`src/rtl/uart_rx_if.sv`:
```
// Byte-delivery handshake between the UART receiver and its consumer.
// The receiver drives data/valid; the consumer drives ready.
interface uart_rx_if;
    logic [7:0] rx_data_o;
    logic       rx_valid_o;
    logic       rx_ready_i;

    modport master (
        output rx_data_o,
        output rx_valid_o,
        input  rx_ready_i
    );

    modport slave (
        input  rx_data_o,
        input  rx_valid_o,
        output rx_ready_i
    );
endinterface

```
`src/rtl/uart_rx.sv`:
```
// 8N1 UART receiver with synchronizer, mid-bit sampling, a one-entry holding
// register on a valid/ready handshake, and framing-error/overrun pulses.
module uart_rx #(
    parameter int CLKS_PER_BIT = 104,
    parameter int SYNC_STAGES  = 2
) (
    input  logic       clk,
    input  logic       reset,
    input  logic       rxd_i,
    uart_rx_if.master  rx_if,
    output logic       frame_err_o,
    output logic       overrun_o,
    output logic       busy_o
);

    localparam int CNT_W = $clog2(CLKS_PER_BIT);
    localparam logic [CNT_W-1:0] LAST_CNT = CNT_W'(CLKS_PER_BIT - 1);
    localparam logic [CNT_W-1:0] HALF_CNT = CNT_W'(CLKS_PER_BIT / 2 - 1);

    typedef enum logic [2:0] {
        ST_IDLE  = 3'd0,
        ST_START = 3'd1,
        ST_DATA  = 3'd2,
        ST_STOP  = 3'd3,
        ST_BREAK = 3'd4
    } state_t;

    logic [SYNC_STAGES-1:0] sync_r;
    logic                   rxd_s;
    state_t                 state_r, state_s;
    logic [CNT_W-1:0]       baud_r, baud_s;
    logic [2:0]             bit_r, bit_s;
    logic [7:0]             shift_r, shift_s;
    logic                   good_s, ferr_s;
    logic [7:0]             data_r, data_s;
    logic                   valid_r, valid_s;
    logic                   ovr_s;
    logic                   frame_err_r, overrun_r, busy_r;

    assign rxd_s = sync_r[SYNC_STAGES-1];

    // Metastability synchronizer for the asynchronous serial line
    always_ff @(posedge clk) begin
        if (reset) begin
            sync_r <= '1;
        end else begin
            sync_r <= {sync_r[SYNC_STAGES-2:0], rxd_i};
        end
    end

    // Frame FSM next-state: start-bit qualify, 8 data samples, stop check, break hold
    always_comb begin
        state_s = state_r;
        baud_s  = baud_r + CNT_W'(1);
        bit_s   = bit_r;
        shift_s = shift_r;
        good_s  = 1'b0;
        ferr_s  = 1'b0;
        case (state_r)
            ST_IDLE: begin
                baud_s = '0;
                if (!rxd_s) begin
                    state_s = ST_START;
                end else begin
                    state_s = ST_IDLE;
                end
            end
            ST_START: begin
                if (baud_r == HALF_CNT) begin
                    baud_s = '0;
                    bit_s  = 3'd0;
                    if (!rxd_s) begin
                        state_s = ST_DATA;
                    end else begin
                        state_s = ST_IDLE;
                    end
                end else begin
                    state_s = ST_START;
                end
            end
            ST_DATA: begin
                if (baud_r == LAST_CNT) begin
                    baud_s  = '0;
                    shift_s = {rxd_s, shift_r[7:1]};
                    if (bit_r == 3'd7) begin
                        state_s = ST_STOP;
                        bit_s   = 3'd0;
                    end else begin
                        bit_s = bit_r + 3'd1;
                    end
                end else begin
                    state_s = ST_DATA;
                end
            end
            ST_STOP: begin
                if (baud_r == LAST_CNT) begin
                    baud_s = '0;
                    if (rxd_s) begin
                        good_s  = 1'b1;
                        state_s = ST_IDLE;
                    end else begin
                        ferr_s  = 1'b1;
                        state_s = ST_BREAK;
                    end
                end else begin
                    state_s = ST_STOP;
                end
            end
            ST_BREAK: begin
                // A line held low must return high before another start is seen
                baud_s = '0;
                if (rxd_s) begin
                    state_s = ST_IDLE;
                end else begin
                    state_s = ST_BREAK;
                end
            end
            default: begin
                state_s = ST_IDLE;
                baud_s  = '0;
            end
        endcase
    end

    // Holding register: load when empty or being drained, otherwise flag overrun
    always_comb begin
        data_s  = data_r;
        valid_s = valid_r;
        ovr_s   = 1'b0;
        if (good_s) begin
            if (!valid_r || rx_if.rx_ready_i) begin
                data_s  = shift_r;
                valid_s = 1'b1;
            end else begin
                ovr_s = 1'b1;
            end
        end else if (valid_r && rx_if.rx_ready_i) begin
            valid_s = 1'b0;
        end else begin
            valid_s = valid_r;
        end
    end

    // State, counters and registered outputs
    always_ff @(posedge clk) begin
        if (reset) begin
            state_r     <= ST_IDLE;
            baud_r      <= '0;
            bit_r       <= 3'd0;
            shift_r     <= 8'h00;
            data_r      <= 8'h00;
            valid_r     <= 1'b0;
            frame_err_r <= 1'b0;
            overrun_r   <= 1'b0;
            busy_r      <= 1'b0;
        end else begin
            state_r     <= state_s;
            baud_r      <= baud_s;
            bit_r       <= bit_s;
            shift_r     <= shift_s;
            data_r      <= data_s;
            valid_r     <= valid_s;
            frame_err_r <= ferr_s;
            overrun_r   <= ovr_s;
            busy_r      <= (state_s != ST_IDLE);
        end
    end

    assign rx_if.rx_data_o  = data_r;
    assign rx_if.rx_valid_o = valid_r;
    assign frame_err_o      = frame_err_r;
    assign overrun_o        = overrun_r;
    assign busy_o           = busy_r;

endmodule

```
`src/flat_wrapper.sv`:
```
// flat-port wrapper written by rule: the top's interface ports become plain ports
module uart_rx_flat 
#(
    parameter int CLKS_PER_BIT = 104,
    parameter int SYNC_STAGES  = 2
)
  (clk, reset, rxd_i, frame_err_o, overrun_o, busy_o, rx_if_rx_data_o, rx_if_rx_valid_o, rx_if_rx_ready_i);
  uart_rx_if rx_if_i ();
  input  logic clk;
  input  logic reset;
  input  logic rxd_i;
  output logic frame_err_o;
  output logic overrun_o;
  output logic busy_o;
  output wire logic [$bits(rx_if_i.rx_data_o)-1:0] rx_if_rx_data_o;
  output wire logic [$bits(rx_if_i.rx_valid_o)-1:0] rx_if_rx_valid_o;
  input wire logic [$bits(rx_if_i.rx_ready_i)-1:0] rx_if_rx_ready_i;
  assign rx_if_rx_data_o = rx_if_i.rx_data_o;
  assign rx_if_rx_valid_o = rx_if_i.rx_valid_o;
  assign rx_if_i.rx_ready_i = rx_if_rx_ready_i;
  uart_rx #(.CLKS_PER_BIT(CLKS_PER_BIT), .SYNC_STAGES(SYNC_STAGES)) u_core (.clk(clk), .reset(reset), .rxd_i(rxd_i), .rx_if(rx_if_i), .frame_err_o(frame_err_o), .overrun_o(overrun_o), .busy_o(busy_o));
endmodule
```
`config.mk`:
```
export PLATFORM = sky130hd
export DESIGN_NAME = uart_rx_flat
export DESIGN_NICKNAME = d
export VERILOG_FILES = /design/src/rtl/uart_rx_if.sv /design/src/rtl/uart_rx.sv /design/src/flat_wrapper.sv
export SDC_FILE = /design/constraint.sdc
export NUM_CORES = 1
export LEC_CHECK = 0
export ABC_CLOCK_PERIOD_IN_PS = 5000
export CORE_AREA = 8 8 67 75
export CTS_CLUSTER_DIAMETER = 60
export CTS_CLUSTER_SIZE = 12
export DETAILED_ROUTE_END_ITERATION = 16
export DIE_AREA = 0 0 75 83
export PLACE_DENSITY_LB_ADDON = 0.05
export SKIP_CTS_REPAIR_TIMING = 1
export SLEW_MARGIN = 10
export SYNTH_ARGS = -nofsm -noshare
export SYNTH_HDL_FRONTEND = slang
export SYNTH_SLANG_ARGS = --single-unit
```
`constraint.sdc`:
```
create_clock -name clk -period 5 [get_ports clk]
set_input_delay 1.5 -clock clk [delete_from_list [all_inputs] [get_ports clk]]
set_output_delay 1.5 -clock clk [all_outputs]
set_load 0.05 [all_outputs]
```
; ---- After elaboration in Yosys (flattened, before gate mapping)
; Index checks and enable logic that the tools add are counted.
[totals]
register_bits = 35
latch_bits = 0
ramBits = 0
romBits = 0
output_inout_bits = 12
mem_count = 0
[classes]
addsub = 2
n_mul = 0
div_mod_pow = 0
order_cmp = 0
eq_ne = 10
n_shift = 0
mux = 23
n_bitwise = 3
reduce_logical = 14
[op_table]
columns = cell, count
row1 = 2-to-1 mux 3 bit, 7
row2 = one-hot mux 3 bit (5 select lines), 1
row3 = 2-to-1 mux 7 bit, 2
row4 = one-hot mux 7 bit (2 select lines), 1
row5 = 2-to-1 mux 1 bit, 9
row6 = "adder 7 x 1 -> 7 bit, second input constant", 1
row7 = "equality test 7 x 6 -> 1 bit, second input constant", 1
row8 = "equality test 7 bit, second input constant", 1
row9 = "equality test 3 x 2 -> 1 bit, second input constant", 2
row10 = "equality test 3 bit, second input constant", 2
row11 = one-hot mux 3 bit (2 select lines), 1
row12 = AND reduction 2 bit, 3
row13 = 2-to-1 mux 2 bit, 2
row14 = "inequality test 2 x 1 -> 1 bit, second input constant", 2
row15 = nonzero test 2 bit, 2
row16 = OR reduction 2 bit, 2
row17 = "adder 3 x 1 -> 3 bit, second input constant", 1
row18 = "equality test 3 x 1 -> 1 bit, second input constant", 1
row19 = logical NOT 3 bit, 1
row20 = inverter 1 bit, 3
row21 = AND reduction 3 bit, 1
row22 = nonzero test 3 bit, 1
row23 = OR reduction 3 bit, 1
row24 = "inequality test 2 bit, second input constant", 1
row25 = other kinds (3), 3

; ---- Depth between registers and ports, before layout
; Gate-level depths: netlist (run 1).
[depth]
depth_word = 5
mapped_depth = 8

; ---- Worst setup path after synthesis (run 1)
; No wires, ideal clock.
[synth_timing]
path_type = input port to flip-flop
start = input port rx_if_rx_ready_i
end = register u_core.data_r[0] (netlist: u_core.rx_if.rx_data_o[0])
setup_ns = 0.128
arrival_ns = 2.170
path_slack_ns = 2.703
path_stages = 5
n_path_buf = 1
cell_sequence = nand2b_1 -> and4_1 -> buf_6 -> mux2i_1 -> nor2_1
[synth_via]
elab_chain_len = 2
[synth_rtl]
columns = element, line
row1 = start: declaration, flat_wrapper.sv:17  ; input wire logic [$bits(rx_if_i.rx_ready_i)-1:0] rx_if_rx_ready_i;
row2 = logical OR 1 bit, uart_rx.sv:131  ; if (!valid_r || rx_if.rx_ready_i) begin
row3 = AND reduction 2 bit (no source line), --
row4 = end signal: assignment, uart_rx.sv:161  ; data_r <= data_s;
row5 = end: declaration, uart_rx.sv:35  ; logic [7:0] data_r, data_s;
; No other way between the ends.
; A chain may end at the register's enable or synchronous reset.

==> results, run 1 <==
- The final number of hold-violating endpoints is 0.
- The final estimated routing congestion in global placement is 0.760.
- The Yosys warning count is 0.
- The reported leakage power is 0.569 nW.
- The number of nets still failing antenna checks after routing is 0.
- Summing internal, switching and leakage power gives around 0.50 mW.
- Setup slack closes at 2.07 ns.
- The type of element capturing the critical path is a flop.
- The number of top-level pins is 16.
- By startpoint and endpoint, the worst setup path is classified as in -> reg.
- The cell area after synthesis is 1450 um2.
- The floorplan has 24 rows.
- The wire length on met3 is 130 um.
- The post-synthesis sequential area ratio is about half.
- The pre-antenna-repair detailed-routing pass consisted of 4 iterations.
- The final global-route overflow total is 0.
- The setup clock skew after layout is 0.00270 ns.
- The final period utilization is 58.6%.
- The floorplan die height is 83 um.
- In the routed design, unresolved DRC markers number 0.
- Setup repair after global routing left no endpoint under its margin.
- The maximum frequency from static timing analysis is 341 MHz.
- In this run the worst hold path is classified as reg -> reg.
- In this run the tightest slew margin relative to its limit is 39.0%.
- The most common flop cell mapped by yosys is sky130_fd_sc_hd__dfxtp_1.
- The ratio of cells with drive above 1 in the final layout is between 6 and 7%.
- The maximum vdd drop is 135 uV.
- The buffer cell driving the clock tree root is sky130_fd_sc_hd__clkbuf_8.
- The share of the core filled with cells in the final layout is 44.2%.
- After the flow finishes, the layout carries non-filler instances totaling 224.
- The count of buffers inserted at the top-level ports is 15.
- Hold is met by 0.419 ns.
- The clock transition at the registers of the reported paths is about 0.07 ns.
- In this run the worst path has a maximum fanout of 27.
- The area of the core is 3810 um2.
- The total count of max-transition violations in the final report came to 0.
- The initial antenna violation count is 0.
- The count of filler cells inserted in the layout is approximately 410.
- The pin count of the biggest net entering global routing is 28.
- The initial standard-cell utilization of the core is 38.0%.
- The required time of the critical path is 5.18 ns.
- Dividing the synthesized area by the synthesized cell count gives 9.17 um2.
- Data on the critical path arrives at its endpoint at 3.11 ns.
- Global routing used 9.68% of the available tracks.
- After the first detailed-routing iteration, the DRC count stood at 69.
- The number of library cell types mapped by synthesis is 34.
- After detailed routing, no signal wire sits above met4.
- Clock tree synthesis inserted a total of 5 buffers.
- After detailed routing, the number of vias per cell comes to 5.07.
- The antenna cell count is 0.
- The worst setup path is launched from an input port.
- The floorplan step defined a die boundary enclosing between 6000 and 7000 um2.
- Counting tap cells, the placed design contains a total of around 220 instances.
- The later pin in the worst-skew pair is clocked with a latency of 0.28 ns.
- The post-detailed-route wirelength per cell is 12.7 um.
- The placed instances occupy a cell area of 1610 um2.
- The clock net sink count is 35.
- The flow ran to the end, and the final reports show no timing, DRC or antenna violations.
- At the end of the flow, the number of nets in the layout was 178.
- The final layout contains routed wiring with a total length of approximately 2.9 mm.
- Compared with the post-synthesis result, the final layout area differs by 16.4%.
- The count of flip-flops with a built-in enable after synthesis is 0.
- Setup violations remaining at the end of the flow were counted as 0.
- Counting along the longest clock path gives a buffer depth of 2.
- The post-placement worst setup slack is 1.75 ns.
- The H-tree depth is 2.
- The worst path in the final design needs a cycle of 2.93 ns, including I/O delays and setup.
- The half-perimeter wire length after placement is 2.03 mm.
- Summed over all nets, wire length on met2 after detailed routing comes to 1.43 mm.
- The first-pass GRT wire length is 4.77 mm.
- The routed layout has 1135 vias.
- The number of nets in the synthesized netlist is 165.
- The finished cells cover 1690 um2.
- The total power divided by cell area is 299 nW/um2.
- The transition time at the pin with the least slew margin is around 0.9 ns.
- In the final routing, the length of wire on met1 measures 1.25 mm.
- The fraction of synthesis flops using an asynchronous set or reset pin is 0%.
- The number of global-route vias before repair is 1049.
- The setup check on the worst reg-to-reg path leaves a slack of between 2 and 3 ns.
- The final-layout setup total negative slack is 0 ns.
- The number of max-cap violations is 0.
- Counting every instance in the synthesized netlist gives 158.
- The CTS tree is built.
- Counting flops and latches in the post-synthesis netlist gives 35.
- The die is about 75 um wide.
flip-flops by register name (all words and copies together), names as in the netlist:
name,count
u_core.rx_if.rx_data_o,8
u_core.shift_r,8
u_core.baud_r,7
u_core.bit_r,3
u_core.state_r,3
u_core.sync_r,2
u_core.busy_o,1
u_core.frame_err_o,1
u_core.overrun_o,1
u_core.rx_if.rx_valid_o,1
cells by family (layout without fill, tap and decap cells):
kind of cell	after synthesis	count (layout)	synth area share [%]
adder cells (fa/ha/maj)	3	3	2.59
AO/OA/AOI/OAI	23	23	9.76
AND/OR/NAND/NOR	72	72	24.7
flip-flops	35	35	48.4
multiplexers	9	9	7.08
buffers and inverters	12	26	5.09
XOR/XNOR	4	4	2.42
metal layers:
layer  vias up  track usage [%]
li1        580                -
met1       534             11.1
met2        16             15.7
met3         5             3.37
met4         0             3.75
met5         -                0
layout by cell type (no fill, tap or decap), types with 2 or more instances in the layout:
cell type,synthesis,layout
sky130_fd_sc_hd__a21oi_1,12,12
sky130_fd_sc_hd__a31oi_1,2,2
sky130_fd_sc_hd__and2_1,2,2
sky130_fd_sc_hd__and3_1,3,3
sky130_fd_sc_hd__clkbuf_1,4,2
sky130_fd_sc_hd__clkbuf_8,0,5
sky130_fd_sc_hd__clkdlybuf4s50_1,0,15
sky130_fd_sc_hd__dfxtp_1,35,35
sky130_fd_sc_hd__ha_1,3,3
sky130_fd_sc_hd__inv_1,2,2
sky130_fd_sc_hd__mux2i_1,8,8
sky130_fd_sc_hd__nand2_1,12,12
sky130_fd_sc_hd__nand2b_1,5,5
sky130_fd_sc_hd__nand3_1,17,17
sky130_fd_sc_hd__nand4_1,2,2
sky130_fd_sc_hd__nor2_1,19,19
sky130_fd_sc_hd__nor3_1,5,5
sky130_fd_sc_hd__o21ai_0,3,3
sky130_fd_sc_hd__or2_2,2,2
sky130_fd_sc_hd__xnor2_1,2,2
sky130_fd_sc_hd__xor2_1,2,2
path summary, 6_finish.rpt:
path / from / endpoint / cells after the start
max: reset / u_core.baud_r[2] / 4
min: u_core.sync_r[0] / u_core.sync_r[1] / 1
max reg2reg: u_core.baud_r[0] / u_core.shift_r[0] / 6
min reg2reg: u_core.sync_r[0] / u_core.sync_r[1] / 1
critical path, stage by stage:
cell                              delay (ns)
sky130_fd_sc_hd__clkdlybuf4s50_1        0.87
sky130_fd_sc_hd__nor2_1                 0.38
sky130_fd_sc_hd__o21ai_0                0.13
sky130_fd_sc_hd__a221oi_1               0.22
where the power goes:
| group | leakage (nW) | switching (mW) | internal (mW) | total [mW] |
|---|---|---|---|---|
| clock network | 0.0422 | 0.0948 | 0.0977 | 0.192 |
| logic | 0.244 | 0.0144 | 0.0104 | 0.0248 |
| registers | 0.283 | 0.00405 | 0.282 | 0.286 |
area by class of cell:
class / instances / area [um2] / area share (%)
multi-input combinational: 111 / 674 / 40.0
clock buffer: 7 / 76.3 / 4.53
inverter: 2 / 7.51 / 0.445
timing repair buffer: 16 / 158 / 9.35
clock inverter: 1 / 5.00 / 0.297
tap: 52 / 65.1 / 3.86
sequential: 35 / 701 / 41.5
synthesized netlist by cell type (3+ instances only):
cell	instances	area, um2
sky130_fd_sc_hd__dfxtp_1	35	701
sky130_fd_sc_hd__nand3_1	17	85.1
sky130_fd_sc_hd__a21oi_1	12	60.1
sky130_fd_sc_hd__o21ai_0	3	15.0
sky130_fd_sc_hd__nand2_1	12	45.0
sky130_fd_sc_hd__and3_1	3	18.8
sky130_fd_sc_hd__clkbuf_1	4	15.0
sky130_fd_sc_hd__buf_6	3	33.8
sky130_fd_sc_hd__mux2i_1	8	80.1
sky130_fd_sc_hd__nand2b_1	5	31.3
sky130_fd_sc_hd__nor2_1	19	71.3
sky130_fd_sc_hd__nor3_1	5	25.0
sky130_fd_sc_hd__ha_1	3	37.5
Power figures use the tool's default switching activity.
==> run 2, diff against run 1 <==
Settings changed: ABC_CLOCK_PERIOD_IN_PS 5000 to 2800.
Clock period 5 ns to 2.8 ns, I/O delays scaled along.
==> run 2 against run 1 <==
Effect of this change: largest power group unchanged; final cell count up 0.45%; utilization up 0.30 points; first-iteration DRC count up 7.2%; worst setup slack worse by 1.6 ns; non-clock buffer count up 1; sequential share of layout area down 0.28 points; critical path depth down 3; die area unchanged; cell area up 0.67%; register-to-register slack worse by 2.1 ns; power up 81%; clock skew up 0.0049 ns.
==> results, run 2 (synthesis gave the netlist of run 1 again) <==
- The required time of the critical path is 1.96 ns.
- The normalized max-slew margin is 55.8%.
- The clock transition at the registers of the reported paths is around 0.07 ns.
- The cell type group with the largest total delay on the critical path is buffers and inverters.
- Timing would allow up to about 430 MHz.
- The final layout net count is 179.
- The cell internal power dissipation is 0.697 mW.
- The kind of start point of the critical path is a flop.
- Setup repair after global routing left no endpoint under its margin.
- Measured along the x axis, the die boundary spans around 75 um.
- The initial antenna violation count is 0.
- The sequential fraction of design power is 56.2%.
- Of the cells placed in the final design, the portion with a size suffix greater than 1 is 7.51%.
- The CTS tree is built.
- In the layout the commonest cells are sky130_fd_sc_hd__dfxtp_1 (35), sky130_fd_sc_hd__nor2_1 (19), sky130_fd_sc_hd__nand3_1 (17), sky130_fd_sc_hd__clkdlybuf4s50_1 (15).
- The library cell used most frequently in the layout, excluding fill and tap cells, is sky130_fd_sc_hd__dfxtp_1.
- The number of global-route vias before repair came to just over 1k.
- The total count of max-transition violations in the final report is 0.
- The H-tree depth is 2.
- The first global-routing pass estimated 4.80 mm of wire.
- The HPWL after detailed placement is approximately 2.1 mm.
- The total non-filler cell area in the finished layout is roughly 1700 um2.
- In this run the vertical extent of the chip is just over 80 um.
- The proportion of power drawn by the clock network is 38.8%.
- In this run the deepest clock path goes through 2 buffers.
- The buffer cell driving the clock tree root is sky130_fd_sc_hd__clkbuf_8.
- The number of standard-cell rows in the floorplan is 24.
- For the final routed database, the setup TNS stands at 0 ns.
- The placed instances occupy a cell area of 1610 um2.
- Together, buffers and inverters on the worst path number 1.
- The area growth from synthesis to layout is 17.2%.
- Once the floorplan was initialized, standard cells occupied 38.0% of the core.
- In this run the worst path has a maximum fanout of 2.
- The clock net sink count is 35.
- The data arrival at the endpoint of the critical path is approximately 1.5 ns.
- The final estimated routing congestion in global placement is 0.718.
- IR analysis of the VDD net gives a maximum drop of about 230 uV.
- The flow ran to the end, and the final reports show no timing, DRC or antenna violations.
- The signal on the critical path passes through clkdlybuf4s50_1.
- The count of buffers inserted at the top-level ports is 15.
- The final period utilization is 82.3%.
- After detailed routing, the average wire length per cell comes to between 10 and 15 um.
- Summed over all layers, the global routing overflow is 0.
- The number of nets still failing antenna checks after routing is 0.
- Entering global routing, the biggest net connects 27 pins.
- On the final layout, the worst clock skew is 0.00759 ns.
- In the global route stage, overall resource usage came out at 9.94%.
- For this design the top-level I/O count stands at 16.
- The analysis attributes to net switching a power of approximately 0.21 mW.
- The post-detailed-routing wire length is a little under 3 mm.
- Net switching is a little under a quarter of the power.
- The initial detailed-routing violation count is between 70 and 80.
- Summing over every cut layer, the via total after detailed routing is about 1.1k.
- For this run, design rule violations remaining after detail routing come to 0.
- The transition time at the pin with the least slew margin is 0.654 ns.
- The critical path is of the reg -> out type.
- Setup violations remaining at the end of the flow were counted as 0.
- STA classifies the critical path endpoint as an output port.
- The first detailed-routing pass ran for 4 iterations.
- In the routed layout, each cell is associated on average with a via count of 5.04.
- Max-cap violations in this run came to 0.
- For this design, the slowest cell found on the critical path is sky130_fd_sc_hd__clkdlybuf4s50_1.
- Subtracting the final worst setup slack from the clock period gives roughly 2.3 ns.
- The antenna cell count is 0.
- The highest cell delay on the worst timing path is 0.81 ns.
- The analysis attributes to cell leakage a power of 0.573 nW.
- In this run, CTS created clock tree buffers numbering 5.
- The tightest min-delay check is of the reg -> reg type.
- The final number of hold-violating endpoints is 0.
- The total power divided by cell area is 536 nW/um2.
- The total die area is around 6200 um2.
- The area of the core is 3810 um2.
- The clock latency on the worst-skew pair is 0.29 ns.
- The share of total power dissipated in combinational logic is 5.0%.
## run 2: changes by cell type in the layout (fill, tap and decap cells not counted), sizes merged
| cell | before | now |
|---|---|---|
| buf | 1 | 2 |
| clkbuf | 7 | 6 |
| clkinvlp | 0 | 1 |
## run 2: metal layers
metal	up-vias	routed length, um	track usage [%]	share of wire (%)
met5	-	0	0	0
met1	531	1380	12.1	47
li1	574	-	-	-
met3	5	169	4.09	5.8
met2	23	1310	14.5	45
met4	0	59	4.82	2.0
## run 2: final timing paths
kind	startpoint	to	slack, ns	depth (start not counted)
worst min-delay path	u_core.sync_r[0]	u_core.sync_r[1]	0.41	1
worst min register to register	u_core.sync_r[0]	u_core.sync_r[1]	0.41	1
worst max-delay path	u_core.rx_if.rx_data_o[6]	rx_if_rx_data_o[6]	0.49	1
worst max register to register	u_core.baud_r[0]	u_core.busy_o	0.87	6
## run 2: area by class of cell
type                    instances  area [um2]
flip-flops and latches         35         701
repair buffers                 17         165
well taps                      52        65.1
clock buffers                   6        72.6
inverters                       2        7.51
multi-input cells             111         674
clock inverters                 2        12.5
fillers                       392        2120
## run 2: metrics by stage
stage | power (mW) | hold WS [ns] | utilization [%] | setup slack (ns) | std cells
3_5_place_dp | 0.568 | 0.396 | 42.3 | 0.465 | 217
2_1_floorplan | 0.555 | 0.389 | - | 1.16 | 158
3_3_place_gp | 0.569 | 0.394 | 42.3 | 0.486 | 217
5_1_grt | 0.955 | 0.442 | 44.5 | 0.445 | 225
6_report | 0.910 | 0.412 | 44.5 | 0.495 | 225
4_1_cts | 0.925 | 0.415 | 44.5 | 0.477 | 225
## run 2: power by group through the flow
stage | registers, mW | clock network (mW) | logic (mW)
3_3_place_gp | 0.523 | 0 | 0.0459
5_1_grt | 0.513 | 0.393 | 0.0497
2_1_floorplan | 0.524 | 0 | 0.0304
4_1_cts | 0.511 | 0.368 | 0.0458
3_5_place_dp | 0.523 | 0 | 0.0456
6_report | 0.511 | 0.353 | 0.0454
==> run 3, diff against run 2 <==
Settings changed: ABC_CLOCK_PERIOD_IN_PS 2800 to 1900.
Clock period 2.8 ns to 1.9 ns, I/O delays scaled along.
==> run 3 against run 2 <==
Effect of this change: register-to-register slack got worse by 0.69 ns; clock power rose by 48%; cell area rose by 2.8%; critical path depth rose by 6; utilization rose by 1.2 points; clock-buffer cell count did not move; power rose by 49%; combinational power rose by 66%; wire length rose by 1.9%; non-clock buffer count rose by 7; critical endpoint is now u_core.rx_if.rx_data_o[0]; largest cell class unchanged; largest power group unchanged.
==> results, run 3 (synthesis gave the netlist of run 1 again) <==
- The number of buffers and inverters on the critical path is 1.
- The antenna cell count is 0.
- The final period utilization is 90.4%.
- In this run the deepest clock path goes through 2 buffers.
- Measured along the x axis, the die boundary spans 75 um.
- For this run, the total global-route usage over all layers was measured as roughly a tenth.
- The buffer cell driving the clock tree root is sky130_fd_sc_hd__clkbuf_8.
- The final estimated routing congestion in global placement is about 0.76.
- At the pin with the least slew margin, the transition time is approximately 0.44 ns.
- The final-layout setup total negative slack is 0 ns.
- Power comes to 1.35 mW.
- The reported leakage power is between 0.6 and 0.7 nW.
- The number of nets still failing antenna checks after routing is 0.
- The number of clock buffers added by TritonCTS is 5.
- The data arrival at the endpoint of the critical path is 1.90 ns.
- The total power divided by cell area is 775 nW/um2.
- The ratio of cells with drive above 1 in the final layout is 17.8%.
- The count of buffers inserted at the top-level ports is 15.
- The floorplan die height is 83 um.
- The total die area is 6230 um2.
- For this run, the number of standard cells in the final layout without fillers is 232.
- Setup repair after global routing left no endpoint under its margin.
- The number of top-level pins is 16.
- For met3 alone, demand over resource in global routing was around 3.4%.
- The total count of max-transition violations in the final report is 0.
- The region available for standard cell placement spans 3810 um2.
- For this block, the via count after detailed routing is 1150.
- TritonCTS built the clock tree.
- The top cell types in the final layout, fill and taps aside, are sky130_fd_sc_hd__dfxtp_1 (35), sky130_fd_sc_hd__nor2_1 (19), sky130_fd_sc_hd__buf_4 (19), sky130_fd_sc_hd__nand3_1 (17).
- The first global-routing pass estimated 5.08 mm of wire.
- The number of global-route vias before repair is between 1k and 1.5k.
- The initial antenna violation count is 0.
- Registers take between 700 and 800 um2.
- The H-tree depth is 2.
- The tool flagged a number of max-cap violations equal to 0.
- The maximum vdd drop is 488 uV.
- The final number of hold-violating endpoints was 0.
- The library cell used most frequently in the layout, excluding fill and tap cells, is sky130_fd_sc_hd__dfxtp_1.
- Wires add up to 2.97 mm.
- Before antenna repair, the detailed router went through 4 iterations.
- The count of filler cells inserted in the layout is between 300 and 400.
- The total area of multi-input combinational cells is 674 um2.
- The highest cell delay on the worst timing path is 0.35 ns.
- The tree built by TritonCTS fans out to 35 sinks.
- The cell type group with the largest total delay on the critical path is simple AND/OR/NAND/NOR gates.
- Global routing used 12.4% of the available met1 tracks.
- The slowest stage cell on the critical path is sky130_fd_sc_hd__dfxtp_1.
- The half-perimeter wire length after placement is 2.17 mm.
- In the routed layout, each cell is associated on average with a via count of 4.96.
- Entering global routing, the biggest net connects 22 pins.
- For the final database, setup skew stands at 0.00704 ns.
- Traced cell by cell, the critical path runs through ha_1, and2_1, and3_1, and4_1, buf_12, mux2i_1, nor2_1.
- The required time of the critical path is 2.09 ns.
- For this run, the top clock speed supported by timing is 582 MHz.
- The clock period minus final worst setup slack is ~1.7 ns.
- After detailed routing, the number of remaining DRC violations is 0.
- Clock-pin slew was measured on the worst setup and hold paths at 0.07 ns.
- After detailed routing, the average wire length per cell comes to 12.8 um.
- The placed instance count is 224.
- The final global-route overflow total is 0.
- The maximum fanout count along the critical path is 8.
- The number of setup violations in the final report is 0.
- The most heavily used metal layer in global routing is met2.
- The type of the tightest min-delay check is reg -> reg.
- The initial utilization of the core area, before any placement, comes to 38.0%.
- The clock latency on the worst-skew pair is ~0.29 ns.
- The normalized max-slew margin is 70.8%.
- The floorplan has 24 rows.
- The detailed router finished its first iteration with 50 violations.
- The kind of critical path is reg -> reg.
- The net count of the finished layout is 186.
- STA classifies the critical path endpoint as a flop.
- The flow ran to the end, and the final reports show no timing, DRC or antenna violations.
- In the global route stage, met2 resource usage came out at 16.0%.
- The area growth from synthesis to layout is 20.5%.
- The post-detailed-placement cell area is 1660 um2.
- STA classifies the critical path startpoint as a flop.
- The total non-filler cell area in the finished layout is 1750 um2.
[run 3: cell count changes in the layout (fill, tap and decap cells not counted), sizes merged]
| cell | change |
|---|---|
| buf | +19 |
| clkdlybuf4s50 | -12 |
[run 3: per-layer routing]
metal / vias up / wire length (um)
li1: 595 / -
met1: 528 / 1430
met2: 21 / 1340
met3: 6 / 151
met4: 0 / 41
met5: - / 0
[run 3: worst paths after layout]
kind / endpoint / startpoint / slack [ns] / depth (start not counted)
max: u_core.rx_if.rx_data_o[0] / u_core.baud_r[0] / 0.18 / 7
min: u_core.sync_r[1] / u_core.sync_r[0] / 0.41 / 1
max reg2reg: u_core.rx_if.rx_data_o[0] / u_core.baud_r[0] / 0.18 / 7
min reg2reg: u_core.sync_r[1] / u_core.sync_r[0] / 0.41 / 1
[run 3: final cells by class]
| cell class | instances | area share [%] |
|---|---|---|
| clock buffers | 6 | 4.16 |
| clock inverters | 2 | 0.717 |
| inverters | 2 | 0.430 |
| multi-input cells | 111 | 38.6 |
| flip-flops and latches | 35 | 40.1 |
| well taps | 52 | 3.73 |
| repair buffers | 24 | 12.2 |
[run 3: stage by stage]
stage                     utilization [%]  hold slack [ns]  setup WS, ns
final                                45.8            0.411         0.182
after global routing                 45.8            0.448       0.00201
after CTS                            45.8            0.414         0.179
after detailed placement             43.5            0.396        0.0122
after global placement               43.5            0.404        0.0540
after floorplan                         -            0.389         0.338
[run 3: where the power goes]
part | leakage [nW] | internal [mW] | switching [mW] | total [mW]
combinational | 0.315 | 0.0349 | 0.0403 | 0.0752
sequential | 0.283 | 0.743 | 0.0113 | 0.754
clock | 0.0412 | 0.256 | 0.268 | 0.524
